[config.mk]
export PLATFORM = sky130hd
export DESIGN_NAME = cap_meas_sequencer_flat
export DESIGN_NICKNAME = d
export VERILOG_FILES = /design/src/rtl/cap_meas_sequencer_if.sv /design/src/rtl/cap_meas_sequencer.sv /design/src/flat_wrapper.sv
export SDC_FILE = /design/constraint.sdc
export NUM_CORES = 1
export LEC_CHECK = 0
export BUFFER_PORTS_ARGS = -buffer_cell sky130_fd_sc_hd__buf_4
export CORE_ASPECT_RATIO = 1.4
export CORE_MARGIN = 5
export CORE_UTILIZATION = 55
export DETAILED_ROUTE_END_ITERATION = 8
export GPL_TIMING_DRIVEN = 0
export PLACE_DENSITY_LB_ADDON = 0.05
export SETUP_SLACK_MARGIN = 0.5
export SYNTH_ARGS = -nofsm -noshare
export SYNTH_HDL_FRONTEND = slang
export SYNTH_SLANG_ARGS = --single-unit
export TNS_END_PERCENT = 10
[constraint.sdc]
create_clock -name clock -period 3.4 [get_ports clock]
set_input_delay 1.02 -clock clock [delete_from_list [all_inputs] [get_ports clock]]
set_output_delay 1.02 -clock clock [all_outputs]
set_load 0.05 [all_outputs]
[src/rtl/cap_meas_sequencer_if.sv]
// Host/comparator-side bundle for the capacitor-charge measurement sequencer.
// The slave modport is the sequencer. The master modport is the host/analog front end.
interface cap_meas_sequencer_if #(
    parameter int CNT_W = 16
);
    logic             START;
    logic             ABORT;
    logic             COMP;
    logic             READY;
    logic             RESET;
    logic             CLK_EN;
    logic             BUSY;
    logic             VALID;
    logic [CNT_W-1:0] RESULT;
    logic [1:0]       ERR;

    modport slave (
        input  START, ABORT, COMP, READY,
        output RESET, CLK_EN, BUSY, VALID, RESULT, ERR
    );

    modport master (
        output START, ABORT, COMP, READY,
        input  RESET, CLK_EN, BUSY, VALID, RESULT, ERR
    );
endinterface

[src/rtl/cap_meas_sequencer.sv]
// Discharge/settle/measure sequencer: times the synchronized comparator edge per sample,
// averages 2^NAVG_LOG2 samples and returns the result (or a fault code) over valid/ready.
module cap_meas_sequencer #(
    parameter int CNT_W          = 16,
    parameter int RESET_CYCLES   = 32,
    parameter int SETTLE_CYCLES  = 4,
    parameter int TIMEOUT_CYCLES = 60000,
    parameter int NAVG_LOG2      = 2
) (
    input logic                  clock,
    input logic                  RST_N,
    cap_meas_sequencer_if.slave  bus
);
    localparam int PH_MAX = (RESET_CYCLES > SETTLE_CYCLES) ? RESET_CYCLES : SETTLE_CYCLES;
    localparam int PH_W   = $clog2(PH_MAX) + 1;
    localparam int IDX_W  = (NAVG_LOG2 > 0) ? NAVG_LOG2 : 1;
    localparam int ACC_W  = CNT_W + NAVG_LOG2;

    localparam logic [PH_W-1:0]  PH_DISCH_LAST  = PH_W'(RESET_CYCLES - 1);
    localparam logic [PH_W-1:0]  PH_SETTLE_LAST = PH_W'(SETTLE_CYCLES - 1);
    localparam logic [CNT_W-1:0] MEAS_LAST      = CNT_W'(TIMEOUT_CYCLES - 1);
    localparam logic [IDX_W-1:0] IDX_LAST       = IDX_W'((1 << NAVG_LOG2) - 1);

    localparam logic [2:0] IDLE   = 3'd0;
    localparam logic [2:0] DISCH  = 3'd1;
    localparam logic [2:0] SETTLE = 3'd2;
    localparam logic [2:0] MEAS   = 3'd3;
    localparam logic [2:0] DONE   = 3'd4;

    logic [2:0]       state_q,  state_d;
    logic [PH_W-1:0]  ph_q,     ph_d;
    logic [CNT_W-1:0] meas_q,   meas_d;
    logic [IDX_W-1:0] idx_q,    idx_d;
    logic [ACC_W-1:0] acc_q,    acc_d;
    logic [CNT_W-1:0] result_q, result_d;
    logic [1:0]       err_q,    err_d;
    logic             comp_m_q, comp_s_q;
    logic [ACC_W-1:0] acc_sum;

    assign acc_sum = acc_q + ACC_W'(meas_q);

    always_comb begin
        state_d  = state_q;
        ph_d     = ph_q;
        meas_d   = meas_q;
        idx_d    = idx_q;
        acc_d    = acc_q;
        result_d = result_q;
        err_d    = err_q;
        // ABORT outranks every other transition and leaves ERR/RESULT untouched
        if (state_q != IDLE && bus.ABORT) begin
            state_d = IDLE;
        end else begin
            case (state_q)
                IDLE: if (bus.START) begin
                    state_d = DISCH;
                    ph_d    = '0;
                    acc_d   = '0;
                    idx_d   = '0;
                    err_d   = 2'b00;
                end
                DISCH: if (ph_q == PH_DISCH_LAST) begin
                    state_d = SETTLE;
                    ph_d    = '0;
                end else begin
                    ph_d = ph_q + 1'b1;
                end
                SETTLE: if (ph_q == PH_SETTLE_LAST) begin
                    if (comp_s_q) begin
                        state_d  = DONE;
                        err_d    = 2'b10;
                        result_d = '1;
                    end else begin
                        state_d = MEAS;
                        meas_d  = '0;
                    end
                end else begin
                    ph_d = ph_q + 1'b1;
                end
                MEAS: if (comp_s_q) begin
                    // Comparator edge wins over a timeout landing in the same cycle
                    acc_d = acc_sum;
                    if (idx_q == IDX_LAST) begin
                        state_d  = DONE;
                        err_d    = 2'b00;
                        result_d = CNT_W'(acc_sum >> NAVG_LOG2);
                    end else begin
                        state_d = DISCH;
                        idx_d   = idx_q + 1'b1;
                        ph_d    = '0;
                    end
                end else if (meas_q == MEAS_LAST) begin
                    state_d  = DONE;
                    err_d    = 2'b01;
                    result_d = '1;
                end else begin
                    meas_d = meas_q + 1'b1;
                end
                DONE: if (bus.READY) state_d = IDLE;
                default: state_d = IDLE;
            endcase
        end
    end

    always_ff @(posedge clock or negedge RST_N) begin
        if (!RST_N) begin
            state_q  <= IDLE;
            ph_q     <= '0;
            meas_q   <= '0;
            idx_q    <= '0;
            acc_q    <= '0;
            result_q <= '0;
            err_q    <= 2'b00;
            comp_m_q <= 1'b0;
            comp_s_q <= 1'b0;
        end else begin
            state_q  <= state_d;
            ph_q     <= ph_d;
            meas_q   <= meas_d;
            idx_q    <= idx_d;
            acc_q    <= acc_d;
            result_q <= result_d;
            err_q    <= err_d;
            comp_m_q <= bus.COMP;
            comp_s_q <= comp_m_q;
        end
    end

    assign bus.RESET  = (state_q == DISCH);
    assign bus.CLK_EN = (state_q == MEAS);
    assign bus.BUSY   = (state_q != IDLE);
    assign bus.VALID  = (state_q == DONE);
    assign bus.RESULT = result_q;
    assign bus.ERR    = err_q;
endmodule

[src/flat_wrapper.sv]
// flat-port wrapper written by rule: the top's interface ports become plain ports
module cap_meas_sequencer_flat 
#(
    parameter int CNT_W          = 16,
    parameter int RESET_CYCLES   = 32,
    parameter int SETTLE_CYCLES  = 4,
    parameter int TIMEOUT_CYCLES = 60000,
    parameter int NAVG_LOG2      = 2
)
  (clock, RST_N, bus_START, bus_ABORT, bus_COMP, bus_READY, bus_RESET, bus_CLK_EN, bus_BUSY, bus_VALID, bus_RESULT, bus_ERR);
  cap_meas_sequencer_if #(.CNT_W(CNT_W)) bus_i ();
  input logic clock;
  input logic RST_N;
  input wire logic [$bits(bus_i.START)-1:0] bus_START;
  input wire logic [$bits(bus_i.ABORT)-1:0] bus_ABORT;
  input wire logic [$bits(bus_i.COMP)-1:0] bus_COMP;
  input wire logic [$bits(bus_i.READY)-1:0] bus_READY;
  output wire logic [$bits(bus_i.RESET)-1:0] bus_RESET;
  output wire logic [$bits(bus_i.CLK_EN)-1:0] bus_CLK_EN;
  output wire logic [$bits(bus_i.BUSY)-1:0] bus_BUSY;
  output wire logic [$bits(bus_i.VALID)-1:0] bus_VALID;
  output wire logic [$bits(bus_i.RESULT)-1:0] bus_RESULT;
  output wire logic [$bits(bus_i.ERR)-1:0] bus_ERR;
  assign bus_i.START = bus_START;
  assign bus_i.ABORT = bus_ABORT;
  assign bus_i.COMP = bus_COMP;
  assign bus_i.READY = bus_READY;
  assign bus_RESET = bus_i.RESET;
  assign bus_CLK_EN = bus_i.CLK_EN;
  assign bus_BUSY = bus_i.BUSY;
  assign bus_VALID = bus_i.VALID;
  assign bus_RESULT = bus_i.RESULT;
  assign bus_ERR = bus_i.ERR;
  cap_meas_sequencer #(.CNT_W(CNT_W), .RESET_CYCLES(RESET_CYCLES), .SETTLE_CYCLES(SETTLE_CYCLES), .TIMEOUT_CYCLES(TIMEOUT_CYCLES), .NAVG_LOG2(NAVG_LOG2)) u_core (.clock(clock), .RST_N(RST_N), .bus(bus_i));
endmodule
* Word-level counts from Yosys, hierarchy flattened *
Cells that the tools add are included.

word-level totals
  flip-flop bits (word level) = 65
  latch bits = 0
  memory bits (writable) = 0
  bits in read-only memories = 0
  input port bits = 6
  output and inout bits = 22
  logic and storage cells = 92
  memories = 0

cells by class
  $add $sub $neg = 4
  multipliers = 0
  div/mod/pow operators = 0
  order comparisons = 0
  eq/ne operators = 24
  shift operators = 0
  mux-type cells = 40
  bitwise operators = 1
  reduce and logical (&&, ||, !) cells = 14

operator list
  operator                                                                 count
  16-bit two-way mux                                                       9
  16-bit case mux with 2 select lines                                      2
  18-bit two-way mux                                                       2
  18-bit case mux with 2 select lines                                      1
  6-bit two-way mux                                                        5
  3-bit two-way mux                                                        9
  6-bit case mux with 4 select lines                                       1
  18-bit by 16-bit adder with 18-bit output                                1
  6-bit AND reduction                                                      3
  16-bit by 1-bit adder with 16-bit output, second input constant          1
  16-bit == test, second input constant                                    1
  2-bit two-way mux                                                        8
  3-bit case mux with 5 select lines                                       1
  2-bit inequality test, second input constant                             6
  5-bit AND reduction                                                      2
  3-bit by 1-bit inequality test with 1-bit output, second input constant  3
  7-bit AND reduction                                                      1
  6-bit by 1-bit adder with 6-bit output, second input constant            1
  3-bit by 2-bit == test with 1-bit output, second input constant          2
  6-bit by 2-bit == test with 1-bit output, second input constant          1
  6-bit by 5-bit == test with 1-bit output, second input constant          1
  2-bit by 1-bit inequality test with 1-bit output, second input constant  3
  3-bit by 2-bit inequality test with 1-bit output, second input constant  2
  2-bit case mux with 3 select lines                                       1
  other kinds (14)                                                         16

* Depth between registers and ports, before layout *
Gate-level depths: netlist of the first run.

  word-level depth = 5
  depth in mapped cells = 9

* Worst setup path after synthesis of the first run *
OpenSTA, ideal clock, no wires.

  kind = reg2out
  start = register u_core.state_q[0]
  end = output port bus_VALID
  arrival = 1936 ps
  data required time = 2380 ps
  setup slack = 444 ps
  cell stages (with the launch flop) = 4
  buffers on the path = 2
  path through = dfrtp_1 -> clkbuf_1 -> clkbuf_1 -> nor3_1

on the way
  cells in the longest elaborated chain, start to end = 1

ends and longest elaborated chain
  what                    RTL line                   source
  from (decl)             cap_meas_sequencer.sv:30   logic [2:0] state_q, state_d;
  from (signal assigned)  cap_meas_sequencer.sv:117  state_q <= state_d;
  3-bit == test           cap_meas_sequencer.sv:132  assign bus.VALID = (state_q == DONE);
  to (decl)               flat_wrapper.sv:21         output wire logic [$bits(bus_i.VALID)-1:0] bus_VALID;

Every way passes these cells.

* Worst setup path in the final report of the first run *
  start = register u_core.state_q[0]
  end = output port bus_RESET

on the way
  cells in the longest elaborated chain, start to end = 1

ends and longest elaborated chain
  what                                      RTL line                   source
  3-bit by 1-bit == test with 1-bit output  cap_meas_sequencer.sv:129  assign bus.RESET = (state_q == DISCH);
  to (decl)                                 flat_wrapper.sv:18         output wire logic [$bits(bus_i.RESET)-1:0] bus_RESET;

Every way passes these cells.

==> out/results.tsv, run 1 <==
metric	value	unit
outcome	completed	
grt-ovfl-total	0	
finalSetupTns	0	ns
antenna_cells	0	
die_w	81.17	um
post-route-min-period	2.724	ns
final_common_cell	dfrtp_1	
synth_edf_count	0	
critPathMaxFanout	10	
tightest_slew	0.8294	ns
dieArea	0.008899	sq mm
drt-pass1-iter-count	4	
core-area	0.006937	sq mm
fin_crit_sh	80.12	%
cp-start-kind	flip-flop	
cts_sinks	65	
layout.nets	471	
place.port_buffers	27	
setup_viol_count_final	0	
cts_tree	built	
peakVddDrop	0.0005443	V
async_reset_ff_share	100.0	%
routed_wl	9540	um
synth-simple-area-share	19.19	%
drv_cap	0	
skew	0.008745	ns
clk_latency	0.35	ns
drtAntennaViolNets	0	
grt_pass1_wl	15600	um
rsz0062_at_grt	no	
critPathArrivalTime	1.70	ns
drive_above_1_share	14.89	%
relSlewSlack	44.71	%
synth_warnings	0	
h-tree-depth	3	
synth_top_family_by_area	compound AO/OA/AOI/OAI gates	
finalHoldViolations	0	
synthFlopType	dfrtp_1	
route.vias.total	3280	
min_path_cells	0	
drc	0	
num-fill-cells	639	
track_usage	23.53	%
grt_max_degree	66	
die_y	109.6	um
gp_congestion	0.9081	
clk_path_buf_depth	2	
numCtsBuffers	9	
leakage	2.034	nW
ys_seq_elements	65	
rows	36	
reg2reg_depth	9	
crit_required	2.38	ns
drt-initial-drc-count	141	
syn_area	0.003900	sq mm
fmax	367.1	MHz
final_cell_mix	65 x dfrtp_1, 49 x nor2_1, 27 x buf_4	
synth-compound-area-share	22.65	%
cts-root-buf	clkbuf_8	
worstSetupPathType	reg -> out	
synthMuxAreaShare	0.8341	%
synthAdderAreaFrac	6.609	%
finalMaxSlewViolations	0	
synth_xor_area_share	5.614	%
syn_to_final_growth	13.38	%
hold_path.class	reg -> reg	
ios	28	
path_clk_slew	0.07	ns
cp-end-kind	output pin	
antenna_found_initial	0	
synth.distinct_cells	64	
avgViaCountPerCell	6.018	
start_util	56.22	%
grt_pass1_vias	3220	
wire_per_inst	17.50	um
syn-num-nets	433	
syn_inst	407	
postLayoutCoreUtil	63.74	%
avgSynthCellArea	9.582	sq um
ys_seq_area_share	41.71	%
dp_hpwl	7160	um
power_density	652.2	mW/mm^2
-- power by group --
| part | internal (mW) | switching [mW] | leakage [nW] |
|---|---|---|---|
| registers | 0.916 | 0.0984 | 0.858 |
| logic | 0.396 | 0.834 | 1.07 |
| clock network | 0.343 | 0.297 | 0.102 |
-- flip-flops by register name, summed over array words and instances (netlist names) --
register and cells:
u_core.bus.ERR 2, u_core.acc_q 18, u_core.bus.RESULT 16, u_core.meas_q 16, u_core.comp_m_q 1, u_core.state_q 3
u_core.comp_s_q 1, u_core.ph_q 6, u_core.idx_q 2
-- worst paths after layout --
path | startpoint | end | slack (ns)
setup / recovery | u_core.state_q[0] | bus_RESET | 0.68
hold / removal | u_core.comp_m_q | u_core.comp_s_q | 0.35
setup reg to reg | u_core.meas_q[0] | u_core.bus.RESULT[12] | 0.73
hold reg to reg | u_core.comp_m_q | u_core.comp_s_q | 0.35
max in group asynchronous | RST_N | u_core.meas_q[8] | 2.09
min in group asynchronous | RST_N | u_core.bus.RESULT[11] | 0.77
-- metal layers --
layer | global-route usage, % | vias to the layer above | share of wire (%)
met5 | 0 | - | 0
met4 | 13.16 | 0 | 3.8
met3 | 4.262 | 26 | 3.8
met2 | 41.95 | 81 | 52
met1 | 25.93 | 1590 | 40
li1 | - | 1583 | -
-- cell usage after synthesis, types with 3 or more instances --
| cell type | number | area [sq um] |
|---|---|---|
| dfrtp_1 | 65 | 1627 |
| nor2_1 | 49 | 183.9 |
| a21oi_1 | 25 | 125.1 |
| nand2_1 | 24 | 90.09 |
| o21ai_0 | 22 | 110.1 |
| ha_1 | 19 | 237.7 |
| xnor2_1 | 16 | 140.1 |
| inv_1 | 14 | 52.55 |
| o22a_1 | 14 | 122.6 |
| a22o_1 | 13 | 113.9 |
| nor3_1 | 13 | 65.06 |
| nand3_1 | 11 | 55.05 |
| clkbuf_1 | 10 | 37.54 |
| a21o_1 | 9 | 67.56 |
| nand4_1 | 9 | 56.30 |
| xor2_1 | 9 | 78.83 |
| and3_1 | 8 | 50.05 |
| or3_1 | 7 | 43.79 |
| o21a_1 | 5 | 37.54 |
| nand2b_1 | 4 | 25.02 |
| a211o_1 | 3 | 26.28 |
| a221oi_1 | 3 | 26.28 |
| buf_6 | 3 | 33.78 |
| o21bai_1 | 3 | 22.52 |
-- final cells by class --
type | count | area [sq um] | area share [%]
Multi-Input combinational cell | 313 | 2146 | 48.53
Sequential cell | 65 | 1627 | 36.79
Timing Repair Buffer | 27 | 202.7 | 4.584
Clock buffer | 14 | 182.7 | 4.131
Tap cell | 95 | 118.9 | 2.688
Buffer | 15 | 82.58 | 1.868
Inverter | 14 | 52.55 | 1.188
Clock inverter | 2 | 10.01 | 0.2264
-- cells by family (layout without fill, tap and decap cells) --
logic type | after synthesis | count (layout)
xor+xnor | 25 | 25
flops | 65 | 65
buf+inv | 29 | 72
simple gates | 143 | 143
mux | 3 | 3
compound gates | 122 | 122
fa+ha+maj | 20 | 20
-- through the flow --
step / instance area [sq um] / hold slack, ns / instances / setup slack [ns] / total power, mW
final: 4422 / 0.3500 / 545 / 0.6758 / 2.884
after global routing: 4422 / 0.3726 / 545 / 0.5244 / 3.040
after CTS: 4422 / 0.3523 / 545 / 0.6568 / 2.912
after detailed placement: 4227 / 0.3365 / 529 / 0.3777 / 2.264
after global placement: 4227 / 0.3327 / 529 / 0.4486 / 2.242
after floorplan: 3905 / 0.3312 / 407 / 0.6660 / 1.903
-- critical path, cell delays in order, from the launching register on --
cell and delay [ns]:
dfrtp_1 0.36, clkbuf_2 0.24, clkbuf_2 0.28, nand2_1 0.12
nor2_1 0.13, buf_4 0.22
-- timing repair --
action	4_1_cts	5_1_grt
setup endpoints to repair	1	0
setup buffers	0	0
hold buffers	0	0
gates resized for setup	2	0
Note: power is estimated with default switching activity, not from simulation.
==> inputs of run 2 (changes only) <==
==> constraint.sdc (replaced) <==
create_clock -name clock -period 2.25 [get_ports clock]
set_input_delay 0.675 -clock clock [delete_from_list [all_inputs] [get_ports clock]]
set_output_delay 0.675 -clock clock [all_outputs]
set_load 0.05 [all_outputs]
==> out/results.tsv, run 2 (synthesized netlist as in run 1, its figures left out) <==
metric	value	unit	change
clk_latency	0.35	ns	about the same
fin_area	0.005006	sq mm	was 0.004422 sq mm
outcome	finished with violations		was completed
core-area	0.006937	sq mm	unchanged
route.vias.total	3480		was 3,280
layout.nets	494		was 471
fin_crit_sh	101.4	%	
gp_congestion	0.9304		was 0.9081
finalHoldViolations	0		unchanged
finalMaxSlewViolations	0		unchanged
cts_tree	built		unchanged
min_path_cells	0		unchanged
die_w	81.17	um	unchanged
rows	36		unchanged
postLayoutCoreUtil	72.17	%	was 63.74%
grt_pass1_vias	3606		was 3,220
dieArea	0.008899	sq mm	unchanged
syn_to_final_growth	28.36	%	was 13.38%
cp-start-kind	flip-flop		unchanged
skew	0.009289	ns	was 0.008745 ns
path_clk_slew	0.07	ns	about the same
r2r_slack	-0.03	ns	was 0.73 ns
critPathSlowestCell	dfrtp_2		was dfrtp_1
peakVddDrop	0.0007772	V	was 0.0005443 V
reg2reg_from	u_core.meas_q[0]		unchanged
fin_ws	-0.03248	ns	was 0.6758 ns
grt_pass1_wl	17300	um	was 15,600 um
drive_above_1_share	30.02	%	was 14.89%
power_density	914.2	mW/mm^2	was 652.2 mW/mm^2
post-route-min-period	2.282	ns	
die_y	109.6	um	unchanged
cts-root-buf	clkbuf_8		unchanged
rsz0062_at_grt	yes		was no
violations	negative setup slack		
setup_viol_count_final	3		was 0
cp-end-kind	flip-flop		was output pin
final_common_cell	dfrtp_1		unchanged
critPathMaxFanout	4		was 10
avgViaCountPerCell	6.127		was 6.018
hold_path.class	reg -> reg		unchanged
wire_per_inst	18.99	um	was 17.50 um
cts_sinks	65		unchanged
min_to	u_core.comp_s_q		unchanged
drtAntennaViolNets	0		unchanged
grt-ovfl-total	0		unchanged
grt_max_degree	66		unchanged
postPlaceCellArea	0.004293	sq mm	was 0.004227 sq mm
reg2reg_to	u_core.bus.RESULT[12]		unchanged
h-tree-depth	3		unchanged
drt-pass1-iter-count	5		was 4
leakage	2.198	nW	was 2.034 nW
critPathArrivalTime	2.52	ns	was 1.70 ns
fin_hold_ws	0.3561	ns	was 0.3500 ns
worstSetupPathType	reg -> reg		was reg -> out
track_usage	25.64	%	was 23.53%
slowest_delay	0.45	ns	was 0.36 ns
num-fill-cells	537		was 639
holdBufCountCts	0		unchanged
final_cell_mix	57 x dfrtp_1, 42 x nor2_1, 42 x buf_4		was 65 x dfrtp_1, 49 x nor2_1, 27 x buf_4
relSlewSlack	45.25	%	was 44.71%
tightest_slew	0.8212	ns	was 0.8294 ns
ios	28		unchanged
antenna_cells	0		unchanged
regMostFlops	u_core.acc_q		unchanged
numCtsBuffers	9		unchanged
stdcell_count	568		was 545
place.port_buffers	27		unchanged
clk_path_buf_depth	2		unchanged
largest_reg_flops	18		unchanged
power	4.577	mW	was 2.884 mW
routed_wl	10790	um	was 9540 um
dp_cells	529		unchanged
drv_cap	0		unchanged
drc	0		unchanged
path_cells	ha_4, inv_2, fa_2, nor2b_4, o31ai_2, a211o_1, and3_4, mux2i_1, o32a_1		was clkbuf_2, clkbuf_2, nand2_1, nor2_1, buf_4
reg2reg_depth	9		unchanged
antenna_found_initial	0		unchanged
dp_hpwl	7123	um	was 7160 um
crit_required	2.48	ns	was 2.38 ns
start_util	56.22	%	unchanged
drt-initial-drc-count	197		was 141
hp-start	u_core.comp_m_q		unchanged
fmax	438.1	MHz	
## run 2: changes by cell type in the layout (fill, tap and decap cells not counted), moves of 6 or more
| cell | change |
|---|---|
| buf_4 | +15 |
| dfrtp_1 | -8 |
| dfrtp_2 | +8 |
| ha_1 | -10 |
| ha_4 | +6 |
| nor2_1 | -7 |
## run 2: stage by stage
stage | worst slack (ns) | setup TNS [ns]
after floorplan | 0.01414 | 0
after global placement | -0.5315 | -11.82
after detailed placement | -0.5393 | -12.11
after CTS | 0.002339 | 0
after global routing | -0.1026 | -0.8374
final | -0.03248 | -0.05932
## run 2: timing repair
item,4_1_cts,5_1_grt
pin swaps,10,26
cloned,0,2
resized for setup,42,41
setup endpoints to repair,67,67
setup buffers,15,6
## run 2: layer usage
layer	share of wire (%)	global-route usage, %	wire length [um]
met5	0	0	0
met4	4.6	15.70	497
met3	3.9	4.836	420
met2	53	44.77	5684
met1	39	28.37	4182
## run 2: worst max-delay path by stage
stage                                 from               endpoint  slack (ns)  cells after the start
final                     u_core.meas_q[0]  u_core.bus.RESULT[12]       -0.03                      9
after global routing        u_core.ph_q[0]      u_core.bus.ERR[1]       -0.10                      7
after CTS                 u_core.meas_q[0]  u_core.bus.RESULT[12]       0.002                      9
after detailed placement         bus_ABORT  u_core.bus.RESULT[11]       -0.54                      6
after global placement           bus_ABORT  u_core.bus.RESULT[11]       -0.53                      6
after floorplan           u_core.meas_q[0]  u_core.bus.RESULT[12]        0.01                      9
## run 2: where the power goes
| part | internal [mW] | leakage, nW | switching, mW | total, mW |
|---|---|---|---|---|
| clock | 0.394 | 0.0839 | 0.459 | 0.853 |
| sequential | 1.39 | 0.845 | 0.162 | 1.55 |
| combinational | 0.799 | 1.27 | 1.38 | 2.17 |
## run 2: final cells by class
cell class	instances	area, sq um	share of cell area [%]
repair buffers	50	437.9	8.748
flip-flops and latches	65	1637	32.69
clock buffers	12	135.1	2.699
inverters	14	52.55	1.050
multi-input cells	313	2479	49.51
plain buffers	15	126.4	2.524
well taps	95	118.9	2.374
clock inverters	4	20.02	0.3999
## run 2: worst max-delay path, delay by kind of cell (launching register included)
family,cells,cell delay (ns)
buffers and inverters,1,0.04
and+or+nand+nor,2,0.32
DFF,1,0.45
muxes,1,0.14
AOI/OAI and AO/OA,3,0.68
adders and majority gates,2,0.54
==> inputs of run 3 (changes only) <==
--- a/config.mk
+++ b/config.mk
@@ -8,7 +8,7 @@
 export BUFFER_PORTS_ARGS = -buffer_cell sky130_fd_sc_hd__buf_4
 export CORE_ASPECT_RATIO = 1.4
 export CORE_MARGIN = 5
-export CORE_UTILIZATION = 55
+export CORE_UTILIZATION = 36
 export DETAILED_ROUTE_END_ITERATION = 8
 export GPL_TIMING_DRIVEN = 0
 export PLACE_DENSITY_LB_ADDON = 0.05
==> out/results.tsv, run 3 (synthesized netlist as in run 1, its figures left out) <==
metric	value	unit	change
syn_to_final_growth	34.62	%	was 28.36%
drt-pass1-iter-count	4		was 5
wire_per_inst	18.36	um	was 18.99 um
worstSetupPathType	reg -> reg		unchanged
seq_area	0.001635	sq mm	was 0.001637 sq mm
dp_hpwl	7850	um	was 7123 um
regMostFlops	u_core.acc_q		unchanged
leakage	2.264	nW	was 2.198 nW
place_ws	-0.7595	ns	was -0.5393 ns
cp-end-kind	flip-flop		unchanged
rsz0062_at_grt	yes		unchanged
num-fill-cells	1013		was 537
clk_path_buf_depth	2		unchanged
hold_path.class	reg -> reg		unchanged
start_util	36.27	%	was 56.22%
power_density	1008	mW/mm^2	was 914.2 mW/mm^2
critPathArrivalTime	2.50	ns	was 2.52 ns
clk_latency	0.33	ns	was 0.35 ns
antenna_found_initial	0		unchanged
fmax	439.7	MHz	was 438.1 MHz
multi_input_area	0.002507	sq mm	was 0.002479 sq mm
drc	0		unchanged
route.vias.total	3391		was 3,480
fin_ws	-0.02438	ns	was -0.03248 ns
layout.nets	492		was 494
finalMaxSlewViolations	0		unchanged
drv_cap	0		unchanged
grt-ovfl-total	0		unchanged
postLayoutCoreUtil	48.82	%	was 72.17%
die_w	97.97	um	was 81.17 um
final_cell_mix	58 x dfrtp_1, 45 x buf_4, 41 x nor2_1		was 57 x dfrtp_1, 42 x nor2_1, 42 x buf_4
holdBufCountCts	0		unchanged
cts_sinks	65		unchanged
skew	0.01110	ns	was 0.009289 ns
cts-root-buf	clkbuf_16		was clkbuf_8
cp-start-kind	flip-flop		unchanged
routed_wl	11240	um	was 10,790 um
track_usage	17.89	%	was 25.64%
power	5.293	mW	was 4.577 mW
final_common_cell	dfrtp_1		unchanged
critPathMaxFanout	5		was 4
place.port_buffers	27		unchanged
largest_reg_flops	18		unchanged
rows	45		was 36
drt-initial-drc-count	108		was 197
drive_above_1_share	32.91	%	was 30.02%
violations	negative setup slack		unchanged
peakVddDrop	0.0006084	V	was 0.0007772 V
path_clk_slew	0.06	ns	was 0.07 ns
cts_tree	built		unchanged
grt_max_degree	66		unchanged
avgViaCountPerCell	5.541		was 6.127
post-route-min-period	2.274	ns	was 2.282 ns
numCtsBuffers	9		unchanged
gp_congestion	0.8834		was 0.9304
setup_viol_count_final	2		was 3
h-tree-depth	3		unchanged
relSlewSlack	41.86	%	was 45.25%
core-area	0.01075	sq mm	was 0.006937 sq mm
die_y	133.2	um	was 109.6 um
outcome	finished with violations		unchanged
dieArea	0.01304	sq mm	was 0.008899 sq mm
fin_crit_sh	101.1	%	was 101.4%
grt_pass1_vias	3537		was 3,606
finalHoldViolations	0		unchanged
ios	28		unchanged
grt_pass1_wl	18360	um	was 17,300 um
drtAntennaViolNets	0		unchanged
tightest_slew	0.8722	ns	was 0.8212 ns
antenna_cells	0		unchanged
crit_required	2.47	ns	was 2.48 ns
==> run 3: changes by cell type in the layout (fill, tap and decap cells not counted), sizes merged <==
cell    before  now
clkinv       4    3
buf         56   57
clkbuf      21   17
bufinv       0    2
==> run 3: what timing repair did <==
item,4_1_cts,5_1_grt
resized for setup,69,32
endpoints found under the setup margin,67,67
gates cloned,1,0
pin swaps,37,21
buffers inserted,12,8
==> run 3: layout make-up <==
type                       instances  area share, %
buffer                            15          2.693
multi-input combinational        313          47.76
clock inverter                     5          1.501
timing repair buffer              48          7.912
clock buffer                      11          4.623
sequential                        65          31.15
inverter                          14          1.001
tap                              141          3.360
==> run 3: final timing paths <==
kind,start,end,slack (ns),depth (start not counted)
max in group asynchronous,RST_N,u_core.meas_q[10],1.15,1
worst min register to register,u_core.comp_m_q,u_core.comp_s_q,0.35,0
worst max-delay path,u_core.meas_q[6],u_core.acc_q[15],-0.02,7
worst min-delay path,u_core.comp_m_q,u_core.comp_s_q,0.35,0
min in group asynchronous,RST_N,u_core.bus.RESULT[9],0.43,1
worst max register to register,u_core.meas_q[6],u_core.acc_q[15],-0.02,7
==> run 3: power breakdown <==
part / total, mW / switching, mW / internal, mW / leakage [nW]
Sequential: 1.54 / 0.155 / 1.39 / 0.847
Combinational: 2.22 / 1.40 / 0.817 / 1.26
Clock: 1.53 / 0.536 / 0.999 / 0.159
==> run 3: layer usage <==
layer  track usage [%]  part of all wire, %  vias to the layer above
li1                  -                    -                     1626
met4             7.698                  2.6                        0
met5                 0                    0                        -
met2             32.42                   54                       48
met1             20.67                   40                     1694
met3             2.776                  2.9                       23
==> run 3: worst max-delay path, stage by stage, from the launching register on <==
cell and delay (ns):
dfrtp_1 0.44, ha_1 0.27, or3_4 0.36, a221oi_4 0.33, o31ai_4 0.13, a221oi_2 0.32, xnor2_1 0.13, a22o_1 0.19
==> run 3: through the flow <==
step / TNS (ns) / area [sq um] / hold WS [ns] / std cells
after floorplan: 0 / 3971 / 0.3312 / 407
after global placement: -22.59 / 4350 / 0.3343 / 575
after detailed placement: -20.73 / 4350 / 0.3381 / 575
after CTS: -0.01637 / 5082 / 0.3509 / 604
after global routing: -0.6973 / 5250 / 0.3690 / 612
final: -0.02600 / 5250 / 0.3486 / 612
